<file path="config.mk">
export PLATFORM = sky130hd
export DESIGN_NAME = if_fetch_queue
export DESIGN_NICKNAME = d
export VERILOG_FILES = /design/src/rtl/if_fetch_queue.sv
export SDC_FILE = /design/constraint.sdc
export NUM_CORES = 1
export LEC_CHECK = 0
export ABC_CLOCK_PERIOD_IN_PS = 4000
export BUFFER_PORTS_ARGS = -buffer_cell sky130_fd_sc_hd__buf_2
export CELL_PAD_IN_SITES_DETAIL_PLACEMENT = 0
export CELL_PAD_IN_SITES_GLOBAL_PLACEMENT = 1
export CORE_UTILIZATION = 48
export CTS_CLUSTER_SIZE = 12
export DETAILED_ROUTE_END_ITERATION = 7
export MAX_ROUTING_LAYER = met4
export PLACE_DENSITY_LB_ADDON = 0.1
export REMOVE_ABC_BUFFERS = 1
export SLEW_MARGIN = 20
export SYNTH_ARGS = -nofsm -noshare
export SYNTH_HDL_FRONTEND = slang
export SYNTH_SLANG_ARGS = --single-unit
</file>
<file path="constraint.sdc">
create_clock -name clk -period 4 [get_ports clk]
set_input_delay 0.2 -clock clk [delete_from_list [all_inputs] [get_ports clk]]
set_output_delay 0.2 -clock clk [all_outputs]
set_load 0.05 [all_outputs]
</file>
<file path="src/rtl/if_fetch_queue.sv">
// if_fetch_queue: instruction-fetch front end.
// Sequential PC generation, 1-cycle-latency instruction memory reads,
// a small circular FIFO toward decode with valid/ready, and redirect
// handling that flushes queued and in-flight fetches.
// Optional build macro IF_PERF_EN adds saturating perf_fetched and
// perf_flushed counters on the port list.
module if_fetch_queue #(
  parameter int unsigned    PC_W     = 64,
  parameter logic [PC_W-1:0] RESET_PC = '0,
  parameter int unsigned    DEPTH    = 4
) (
  input  logic            clk,
  input  logic            rst,
  output logic            im_req,
  output logic [PC_W-1:0] im_addr,
  input  logic [31:0]     im_rdata,
  input  logic            redirect_valid,
  input  logic [PC_W-1:0] redirect_pc,
  output logic            if_valid,
  input  logic            if_ready,
  output logic [PC_W-1:0] if_pc,
  output logic [31:0]     if_inst,
`ifdef IF_PERF_EN
  output logic [31:0]     perf_fetched,
  output logic [31:0]     perf_flushed,
`endif
  output logic [PC_W-1:0] current_pc
);

  localparam int unsigned AW = (DEPTH > 1) ? $clog2(DEPTH) : 1;
  localparam int unsigned PW = AW + 1;
  localparam logic [PW:0] OCC_MAX = (PW+1)'(DEPTH);

  logic [PC_W-1:0] fetch_pc_q, fetch_pc_d;
  logic [PC_W-1:0] resp_pc_q, resp_pc_d;
  logic            inflight_q, inflight_d;
  logic [PW-1:0]   wr_ptr_q, wr_ptr_d;
  logic [PW-1:0]   rd_ptr_q, rd_ptr_d;
  logic [PC_W-1:0] pc_mem_q [DEPTH];
  logic [PC_W-1:0] pc_mem_d [DEPTH];
  logic [31:0]     inst_mem_q [DEPTH];
  logic [31:0]     inst_mem_d [DEPTH];

  logic [PW-1:0]   count;
  logic [PW:0]     occupancy;
  logic            empty;
  logic            issue;
  logic            push;
  logic            pop;
  logic            resp_kill;
  logic [AW-1:0]   rd_idx;
  logic [AW-1:0]   wr_idx;

  // The low two redirect bits are masked off; this keeps them visibly consumed.
  logic            unused_redirect_lsbs;
  assign unused_redirect_lsbs = ^redirect_pc[1:0];

  // Occupancy, issue/push/pop decisions. Pops are not credited toward
  // the issue budget so the queue can never overflow.
  always_comb begin
    count     = wr_ptr_q - rd_ptr_q;
    empty     = (count == '0);
    occupancy = {1'b0, count} + {{PW{1'b0}}, inflight_q};
    rd_idx    = rd_ptr_q[AW-1:0];
    wr_idx    = wr_ptr_q[AW-1:0];
    issue     = rst && !redirect_valid && (occupancy < OCC_MAX);
    // A response arriving in a redirect cycle belongs to the old path.
    resp_kill = inflight_q && redirect_valid;
    push      = inflight_q && !redirect_valid;
    pop       = !empty && if_ready && !redirect_valid;
  end

  // Next-state for PC, in-flight tracking, pointers and queue storage.
  always_comb begin
    fetch_pc_d = fetch_pc_q;
    resp_pc_d  = resp_pc_q;
    inflight_d = issue;
    wr_ptr_d   = wr_ptr_q;
    rd_ptr_d   = rd_ptr_q;
    pc_mem_d   = pc_mem_q;
    inst_mem_d = inst_mem_q;
    if (redirect_valid) begin
      rd_ptr_d   = wr_ptr_q;
      fetch_pc_d = {redirect_pc[PC_W-1:2], 2'b00};
    end else begin
      if (issue) begin
        fetch_pc_d = fetch_pc_q + PC_W'(4);
        resp_pc_d  = fetch_pc_q;
      end
      if (push) begin
        pc_mem_d[wr_idx]   = resp_pc_q;
        inst_mem_d[wr_idx] = im_rdata;
        wr_ptr_d           = wr_ptr_q + PW'(1);
      end
      if (pop) begin
        rd_ptr_d = rd_ptr_q + PW'(1);
      end
    end
  end

  // State registers with asynchronous active-low reset.
  always_ff @(posedge clk or negedge rst) begin
    if (!rst) begin
      fetch_pc_q <= RESET_PC;
      resp_pc_q  <= '0;
      inflight_q <= 1'b0;
      wr_ptr_q   <= '0;
      rd_ptr_q   <= '0;
      for (int i = 0; i < int'(DEPTH); i++) begin
        pc_mem_q[i]   <= '0;
        inst_mem_q[i] <= '0;
      end
    end else begin
      fetch_pc_q <= fetch_pc_d;
      resp_pc_q  <= resp_pc_d;
      inflight_q <= inflight_d;
      wr_ptr_q   <= wr_ptr_d;
      rd_ptr_q   <= rd_ptr_d;
      pc_mem_q   <= pc_mem_d;
      inst_mem_q <= inst_mem_d;
    end
  end

  // Memory request and decode-side outputs.
  always_comb begin
    im_req     = issue;
    im_addr    = fetch_pc_q;
    if_valid   = !empty;
    if_pc      = empty ? '0 : pc_mem_q[rd_idx];
    if_inst    = empty ? '0 : inst_mem_q[rd_idx];
    current_pc = empty ? fetch_pc_q : pc_mem_q[rd_idx];
  end

`ifdef IF_PERF_EN
  logic [31:0] perf_fetched_q, perf_fetched_d;
  logic [31:0] perf_flushed_q, perf_flushed_d;
  logic [32:0] flushed_sum;

  // Saturating counters: accepted instructions and entries thrown away.
  always_comb begin
    perf_fetched_d = perf_fetched_q;
    perf_flushed_d = perf_flushed_q;
    flushed_sum    = {1'b0, perf_flushed_q} + 33'(count) + 33'(resp_kill);
    if (pop && (perf_fetched_q != 32'hFFFF_FFFF)) begin
      perf_fetched_d = perf_fetched_q + 32'd1;
    end
    if (redirect_valid) begin
      perf_flushed_d = flushed_sum[32] ? 32'hFFFF_FFFF : flushed_sum[31:0];
    end
  end

  // Perf counter registers.
  always_ff @(posedge clk or negedge rst) begin
    if (!rst) begin
      perf_fetched_q <= '0;
      perf_flushed_q <= '0;
    end else begin
      perf_fetched_q <= perf_fetched_d;
      perf_flushed_q <= perf_flushed_d;
    end
  end

  assign perf_fetched = perf_fetched_q;
  assign perf_flushed = perf_flushed_q;
`else
  logic unused_kill;
  assign unused_kill = resp_kill;
`endif

endmodule

</file>
Yosys cells after proc, flatten, opt, wreduce, memory -nomap -nowiden
Index checks and enable logic that the tools add are counted.
Cells by class
  reductions and logical operators: 13
  add/subtract/negate cells: 5
  bitwise gates (word level): 3
  magnitude comparators: 4
  mux-type cells: 19
Operators by type and width (number)
  64-bit two-way mux: 7
  256-bit bitwise mux: 1
  64-bit binary-select mux with 2-bit select: 1
  128-bit bitwise mux: 1
  64-bit demux with 2-bit select: 1
  32-bit two-way mux: 4
  64-bit by 3-bit adder with 64-bit output (second input constant): 1
  32-bit binary-select mux with 2-bit select: 1
  32-bit demux with 2-bit select: 1
  3-bit by 1-bit adder with 3-bit output (second input constant): 2
  3-bit greater-or-equal comparator (second input constant): 2
  1-bit logical AND: 6
  3-bit two-way mux: 2
  2-bit NOT with 3-bit output: 2
  3-bit by 1-bit adder with 4-bit output: 1
  4-bit by 3-bit less-than comparator with 1-bit output (second input constant): 1
  2-bit AND reduction: 2
  2-bit nonzero test: 2
  3-bit logical NOT: 1
  3-bit by 1-bit less-than comparator with 1-bit output (second input constant): 1
  3-bit subtractor: 1
  1-bit logical NOT: 2
  1-bit NOT: 1
Word-level totals
  register bits: 519
  word-level logic and storage cells: 57

Depth between registers and ports, before layout
Gate-level depths: netlist (run 1).
  depth in word-level cells: 7
  gate-level depth with buffers: 11
  depth with buffers taken out: 9

Worst setup path before layout (run 1)
Ideal clock, no wire load.
  kind: register to output
  start point: register wr_ptr_q[0]
  end point: output port if_inst[22]
  required time: 3.800 ns
  stages on the path, launching flop included: 11
  path slack: 0.625 ns
  arrival: 3.175 ns
  cells stage by stage: dfrtp_1 -> inv_1 -> ha_1 -> fa_1 -> xnor3_2 -> and3_1 -> clkbuf_1 -> inv_1 -> clkbuf_1 -> clkbuf_1 -> and2_1
On the way
  longest elaborated chain between the ends: 3
Ends and longest elaborated chain
  start, declared: line 37  | logic [PW-1:0] wr_ptr_q, wr_ptr_d;
  start signal, assigned: line 117  | wr_ptr_q <= wr_ptr_d;
  3-bit subtractor: line 61  | count = wr_ptr_q - rd_ptr_q;
  3-bit logical NOT: line 62  | empty = (count == '0);
  32-bit two-way mux: line 130  | if_inst = empty ? '0 : inst_mem_q[rd_idx];
  end, declared: line 22  | output logic [31:0] if_inst,
No other way between the ends.

Final worst setup path (run 1)
  start point: register wr_ptr_q[0]
  end point: output port current_pc[56]
On the way
  longest elaborated chain between the ends: 3
Ends and longest elaborated chain
  3-bit subtractor: line 61
  3-bit logical NOT: line 62
  64-bit two-way mux: line 131  | current_pc = empty ? fetch_pc_q : pc_mem_q[rd_idx];
  end, declared: line 27  | output logic [PC_W-1:0] current_pc
No other way between the ends.

==> flow_metrics.env, run 1 <==
export IMPL_tritoncts="done"
export IMPL_portBuffers=317
export IMPL_worst_slack_ps=373
export IMPL_worstPathMaxFanout=62
export IMPL_ys_flop_type="dfrtp_1"
export IMPL_run_status="complete, no violations"
export IMPL_hpwlAfterDp_mm=37.5
export IMPL_critical_path_cell_chain="inv_1 -> ha_1 -> fa_1 -> xnor3_2 -> and3_4 -> buf_4 -> a21o_1 -> buf_2"
export IMPL_gp_congestion=0.824
export IMPL_hold_path_class="in2async"
export IMPL_hold_viol_final=0
export IMPL_yosysWarnings=0
export IMPL_cts_buffers=54
export IMPL_pre_cts_ws_ps=696
export IMPL_cts_setup_buffers=0
export IMPL_start_util=0.491
export IMPL_grt_pass1_wl_mm=94.7
export IMPL_die_w_um=224
export IMPL_path_class="reg2out"
export IMPL_fin_crit_sh=0.907
export IMPL_drc=0
export IMPL_crit_family="buffers and inverters"
export IMPL_synth_cells=1717
export IMPL_critPathRequiredTime_ps=3800
export IMPL_fmax_mhz=276
export IMPL_worstSetupStartpointType="flip-flop"
export IMPL_cts_root_buffer="clkbuf_16"
export IMPL_arrival_ps=3430
export IMPL_postLayoutCellArea_mm2=0.0288
export IMPL_clk_insertion_delay_late_ps=600
export IMPL_reg2reg_to="im_addr[55]"
export IMPL_cp_num_cells=8
export IMPL_ys_seq_elements=507
export IMPL_dieArea_mm2=0.0502
export IMPL_clock_path_buffers=3
export IMPL_post_synth_main_area_contributors="dfrtp_1 (54%), mux2_2 (21%), mux4_2 (8.9%)"
export IMPL_critPathBufInv=3
export IMPL_maxCapViolations=0
export IMPL_min_period_ps=3630
export IMPL_ys_seq_area_frac=0.536
export IMPL_worstMarginPinSlew_ps=930
export IMPL_die_h_um=224
export IMPL_synth_top_area_cell="dfrtp_1"
export IMPL_synthToLayoutAreaGrowth_pct=21.6
export IMPL_tns_ps=0
export IMPL_critPathCaptureType="output port"
export IMPL_relSlewSlack=0.380
export IMPL_cts_resized=0
export IMPL_placed_cell_area_mm2=0.0259
export IMPL_slowest_delay_ps=630
export IMPL_drt_iter0_markers=1067
export IMPL_rr_startpoint="wr_ptr_q[0]"
export IMPL_critPathSlowestCell="buf_4"
export IMPL_hold_slack_ps=261
export IMPL_setup_viol=0
export IMPL_ant_nets=0
export IMPL_track_usage=0.255
export IMPL_vias_per_cell=5.60
export IMPL_wire_per_inst_um=21.7
export IMPL_htreeDepth=2
export IMPL_grt_pass1_vias=16052
export IMPL_drv_slew=0
export IMPL_grt_max_degree=172
export IMPL_reg2reg_depth=9
export IMPL_yosys_cell_types_count=40
export IMPL_rsz0062_at_grt="no"
export IMPL_avgSynthCellArea_um2=13.8
export IMPL_ff2ff_setup_slack_ps=680
export IMPL_synth_top_area_frac=0.536
export IMPL_pin_count=326
export IMPL_syn_area_mm2=0.0237
export IMPL_drive_gt1_frac=0.456
export IMPL_fin_nets=2207
export IMPL_cts_sinks=507
export IMPL_fin_skew_ps=18.2
export IMPL_fillers=3885
export IMPL_antenna_found_initial=4
export IMPL_async_flop_share=1.00
export IMPL_num_rows=80
export IMPL_overflow=0
export IMPL_clkSlewWorstSetupHoldPaths_ps=60
export IMPL_wirelength_mm=60.8
export IMPL_dr_pass1_iters=4
export IMPL_core_mm2=0.0481
export IMPL_num_vias=15680
export IMPL_synth_edff_count=0
## Yosys cell counts, types with 2 or more instances
cell type	instances
mux2_2	440
o31ai_1	22
ha_1	7
buf_2	7
or4_1	25
inv_1	9
and3_1	9
xor2_1	7
or3_1	12
and2_1	100
buf_1	10
nor4_1	9
nor2_1	47
o21ai_0	42
buf_4	7
nand4_1	22
clkbuf_1	101
a21o_1	62
nor3_1	12
a31oi_1	33
xnor2_1	25
and4_1	3
mux4_2	94
dfrtp_1	507
nand2_1	60
or2_2	2
nand3_1	29
mux2i_1	2
## worst max-delay path by stage
stage / startpoint / endpoint / slack (ps)
3_3_place_gp: wr_ptr_q[0] / im_addr[55] / 760
3_5_place_dp: wr_ptr_q[0] / im_addr[55] / 700
2_1_floorplan: rd_ptr_q[0] / resp_pc_q[10] / -4570
6_report: wr_ptr_q[0] / current_pc[56] / 370
4_1_cts: wr_ptr_q[0] / current_pc[63] / 320
5_1_grt: wr_ptr_q[0] / current_pc[62] / 160
## cell usage in the layout (no fill, tap or decap), types with 11 or more instances in the layout
cell           netlist  layout
or3_1               12      12
or4_1               25      25
xnor2_1             25      25
buf_4                7      16
mux4_2              94      94
clkinv_2             0      11
o21ai_0             42      42
buf_2                7     316
nor2_1              47      46
nand2_1             60      56
dfrtp_1            507     505
clkbuf_1           101      15
nand3_1             29      29
o31ai_1             22      22
mux2_2             440     440
dlygate4sd3_1        0     104
nor3_1              12      12
and2_1             100     100
a31oi_1             33      33
a21o_1              62      62
nand4_1             22      22
clkbuf_16            0      57
clkbuf_8             0      16
## per-stage QoR
step           std cells  utilization
2_1_floorplan       1597            -
3_3_place_gp        2595        0.539
3_5_place_dp        2595        0.539
4_1_cts             2798        0.597
5_1_grt             2802        0.597
6_report            2802        0.597
## cell families after synthesis
logic type,Yosys count,share of synthesized area
mux,536,0.300
flops,507,0.536
simple gates,339,0.0794
compound gates,159,0.0443
buf+inv,134,0.0227
xor+xnor,33,0.0129
fa+ha+maj,8,0.00455
other cells,1,0.000159
## what timing repair did
item	4_1_cts	5_1_grt
hold endpoints to repair	245	0
hold buffers	104	0
setup endpoints to repair	0	0
## worst reg2reg max path, stage by stage (launching register included)
cell	delay (ps)
dfrtp_1	400
inv_1	120
ha_1	230
fa_1	510
or3b_1	280
nand4_4	220
or4b_1	560
buf_4	220
or4_1	520
a31oi_1	180
## area by class of cell
class,instances,area (um^2),share of cell area
Clock buffer,88,1700,0.0592
Sequential cell,507,12700,0.441
Timing Repair Buffer,446,2930,0.102
Antenna cell,4,10.0,0.000348
Clock inverter,11,80.1,0.00278
Tap cell,656,821,0.0285
Multi-Input combinational cell,1081,10500,0.365
Inverter,9,35.0,0.00122
## layer usage
| layer | share of wire | wire, um | GRT usage |
|---|---|---|---|
| met1 | 0.44 | 26800 | 0.342 |
| met2 | 0.49 | 29500 | 0.406 |
| met3 | 0.051 | 3100 | 0.0365 |
| met4 | 0.023 | 1390 | 0.0747 |
| met5 | 0 | 0 | - |
## sequential cells by signal, summed over array words and instances (netlist names)
| name | flops |
|---|---|
| im_addr | 62 |
| inflight_q | 1 |
| inst_mem_q | 128 |
| pc_mem_q | 248 |
| rd_ptr_q | 3 |
| resp_pc_q | 62 |
| wr_ptr_q | 3 |
Power of run 1 is not shown: default switching activity piles up to over one toggle a cycle in this logic, so the estimate is an artifact.
==> inputs of run 2 (changes only) <==
--- a/config.mk
+++ b/config.mk
@@ -12,7 +12,6 @@
 export CORE_UTILIZATION = 48
 export CTS_CLUSTER_SIZE = 12
 export DETAILED_ROUTE_END_ITERATION = 7
-export MAX_ROUTING_LAYER = met4
 export PLACE_DENSITY_LB_ADDON = 0.1
 export REMOVE_ABC_BUFFERS = 1
 export SLEW_MARGIN = 20
==> run 2 against run 1 <==
Net effect:
- clock skew rose by 2.5 ps
- core utilization is essentially flat
- die area did not move
- wire length increased by 0.18%
- via count increased by 0.15%
- highest routed layer is now met5
- non-clock buffer count unchanged
- first-iteration DRC count decreased by 6.9%
- register-to-register slack about the same
==> flow_metrics.env, run 2 (synthesized netlist as in run 1, its figures left out) <==
export IMPL_fin_nets=2207
export IMPL_synthToLayoutAreaGrowth_pct=21.6
export IMPL_drc=0
export IMPL_clkSlewWorstSetupHoldPaths_ps=60
export IMPL_setup_viol=0
export IMPL_path_class="reg2out"
export IMPL_wirelength_mm=60.9
export IMPL_seqCellArea_mm2=0.0127
export IMPL_dr_pass1_iters=5
export IMPL_grt_pass1_wl_mm=94.8
export IMPL_portBuffers=317
export IMPL_track_usage=0.248
export IMPL_drv_slew=0
export IMPL_ff2ff_setup_slack_ps=670
export IMPL_tritoncts="done"
export IMPL_reg2reg_depth=9
export IMPL_final_cell_mix="dfrtp_1 (505), mux2_2 (440), buf_2 (316)"
export IMPL_critical_path_cell_chain="inv_1 -> ha_1 -> fa_1 -> xnor3_2 -> and3_4 -> buf_4 -> a21o_1 -> buf_2"
export IMPL_dieArea_mm2=0.0502
export IMPL_multi_input_area_mm2=0.0105
export IMPL_rsz0062_at_grt="no"
export IMPL_cts_sinks=507
export IMPL_grt_pass1_vias=16052
export IMPL_worstMarginPinSlew_ps=937
export IMPL_fin_crit_sh=0.906
export IMPL_ant_nets=0
export IMPL_die_h_um=224
export IMPL_clk_insertion_delay_late_ps=610
export IMPL_overflow=0
export IMPL_hold_viol_final=0
export IMPL_gp_congestion=0.812
export IMPL_htreeDepth=2
export IMPL_drive_gt1_frac=0.456
export IMPL_clock_path_buffers=3
export IMPL_core_mm2=0.0481
export IMPL_fmax_mhz=276
export IMPL_relSlewSlack=0.376
export IMPL_cts_resized=0
export IMPL_hpwlAfterDp_mm=37.5
export IMPL_wire_per_inst_um=21.7
export IMPL_rr_startpoint="wr_ptr_q[0]"
export IMPL_regMostFlops="pc_mem_q"
export IMPL_placed_cell_area_mm2=0.0259
export IMPL_grt_max_degree=172
export IMPL_vias_per_cell=5.61
export IMPL_largest_registers="pc_mem_q: 248 flops, inst_mem_q: 128 flops"
export IMPL_fin_skew_ps=20.7
export IMPL_slowest_delay_ps=630
export IMPL_dp_cells=2595
export IMPL_critPathCaptureType="output port"
export IMPL_antenna_found_initial=4
export IMPL_reg2reg_to="im_addr[55]"
export IMPL_worstPathMaxFanout=62
export IMPL_min_period_ps=3620
export IMPL_largest_register_ffs=248
export IMPL_cts_buffers=54
export IMPL_critPathRequiredTime_ps=3800
export IMPL_arrival_ps=3420
export IMPL_critPathSlowestCell="buf_4"
export IMPL_hold_path_class="in2async"
export IMPL_cts_root_buffer="clkbuf_16"
export IMPL_drt_iter0_markers=993
export IMPL_final_common_cell="dfrtp_1"
export IMPL_tns_ps=0
export IMPL_die_w_um=224
export IMPL_postLayoutCellArea_mm2=0.0288
export IMPL_run_status="complete, no violations"
export IMPL_fillers=3885
export IMPL_num_rows=80
export IMPL_num_vias=15704
export IMPL_start_util=0.491
export IMPL_worstSetupStartpointType="flip-flop"
export IMPL_maxCapViolations=0
export IMPL_pin_count=326
export IMPL_fin_cells=2800
==> run 2: metrics by stage <==
| step | utilization | hold WS (ps) | setup WS (ps) |
|---|---|---|---|
| global route | 0.597 | 283 | 162 |
| CTS | 0.597 | 247 | 315 |
| finish | 0.597 | 259 | 377 |
| floorplan | - | -95.6 | -4570 |
| global placement | 0.539 | 169 | 761 |
| detailed placement | 0.539 | 177 | 696 |
==> run 2: area by class of cell <==
| class | count | share of cell area |
|---|---|---|
| tap | 656 | 0.0285 |
| inverter | 9 | 0.00122 |
| clock inverter | 11 | 0.00278 |
| sequential | 507 | 0.441 |
| clock buffer | 88 | 0.0592 |
| multi-input combinational | 1081 | 0.365 |
| antenna | 2 | 0.000174 |
| timing repair buffer | 446 | 0.102 |
==> run 2: metal layers <==
| layer | routed length, um | GRT usage | vias up |
|---|---|---|---|
| met5 | 27 | 0 | - |
| met3 | 2890 | 0.0373 | 87 |
| met2 | 29700 | 0.405 | 388 |
| li1 | - | - | 7093 |
| met1 | 26900 | 0.342 | 8132 |
| met4 | 1400 | 0.0747 | 4 |
==> run 2: what timing repair did <==
action,CTS,global route
hold endpoints to repair,245,0
hold buffers,104,0
buffers inserted,0,0
==> run 2: worst max path at each step <==
stage                start        endpoint  slack (ps)  cells after the start
2_1_floorplan  rd_ptr_q[0]   resp_pc_q[10]       -4570                      6
5_1_grt        wr_ptr_q[0]  current_pc[62]         160                      8
3_5_place_dp   wr_ptr_q[0]     im_addr[55]         700                      9
4_1_cts        wr_ptr_q[0]  current_pc[63]         320                      8
6_report       wr_ptr_q[0]  current_pc[56]         380                      8
3_3_place_gp   wr_ptr_q[0]     im_addr[55]         760                      9
==> run 2: critical path: cells and delay by family (launching register included) <==
| family | cells | cell delay, ps |
|---|---|---|
| buffers and inverters | 3 | 1010 |
| AOI/OAI and AO/OA | 1 | 220 |
| xor gates and xnor gates | 1 | 330 |
| adders and majority gates | 2 | 610 |
| DFF | 1 | 400 |
| and+or+nand+nor | 1 | 220 |
Power of run 2 is left out for the same reason.
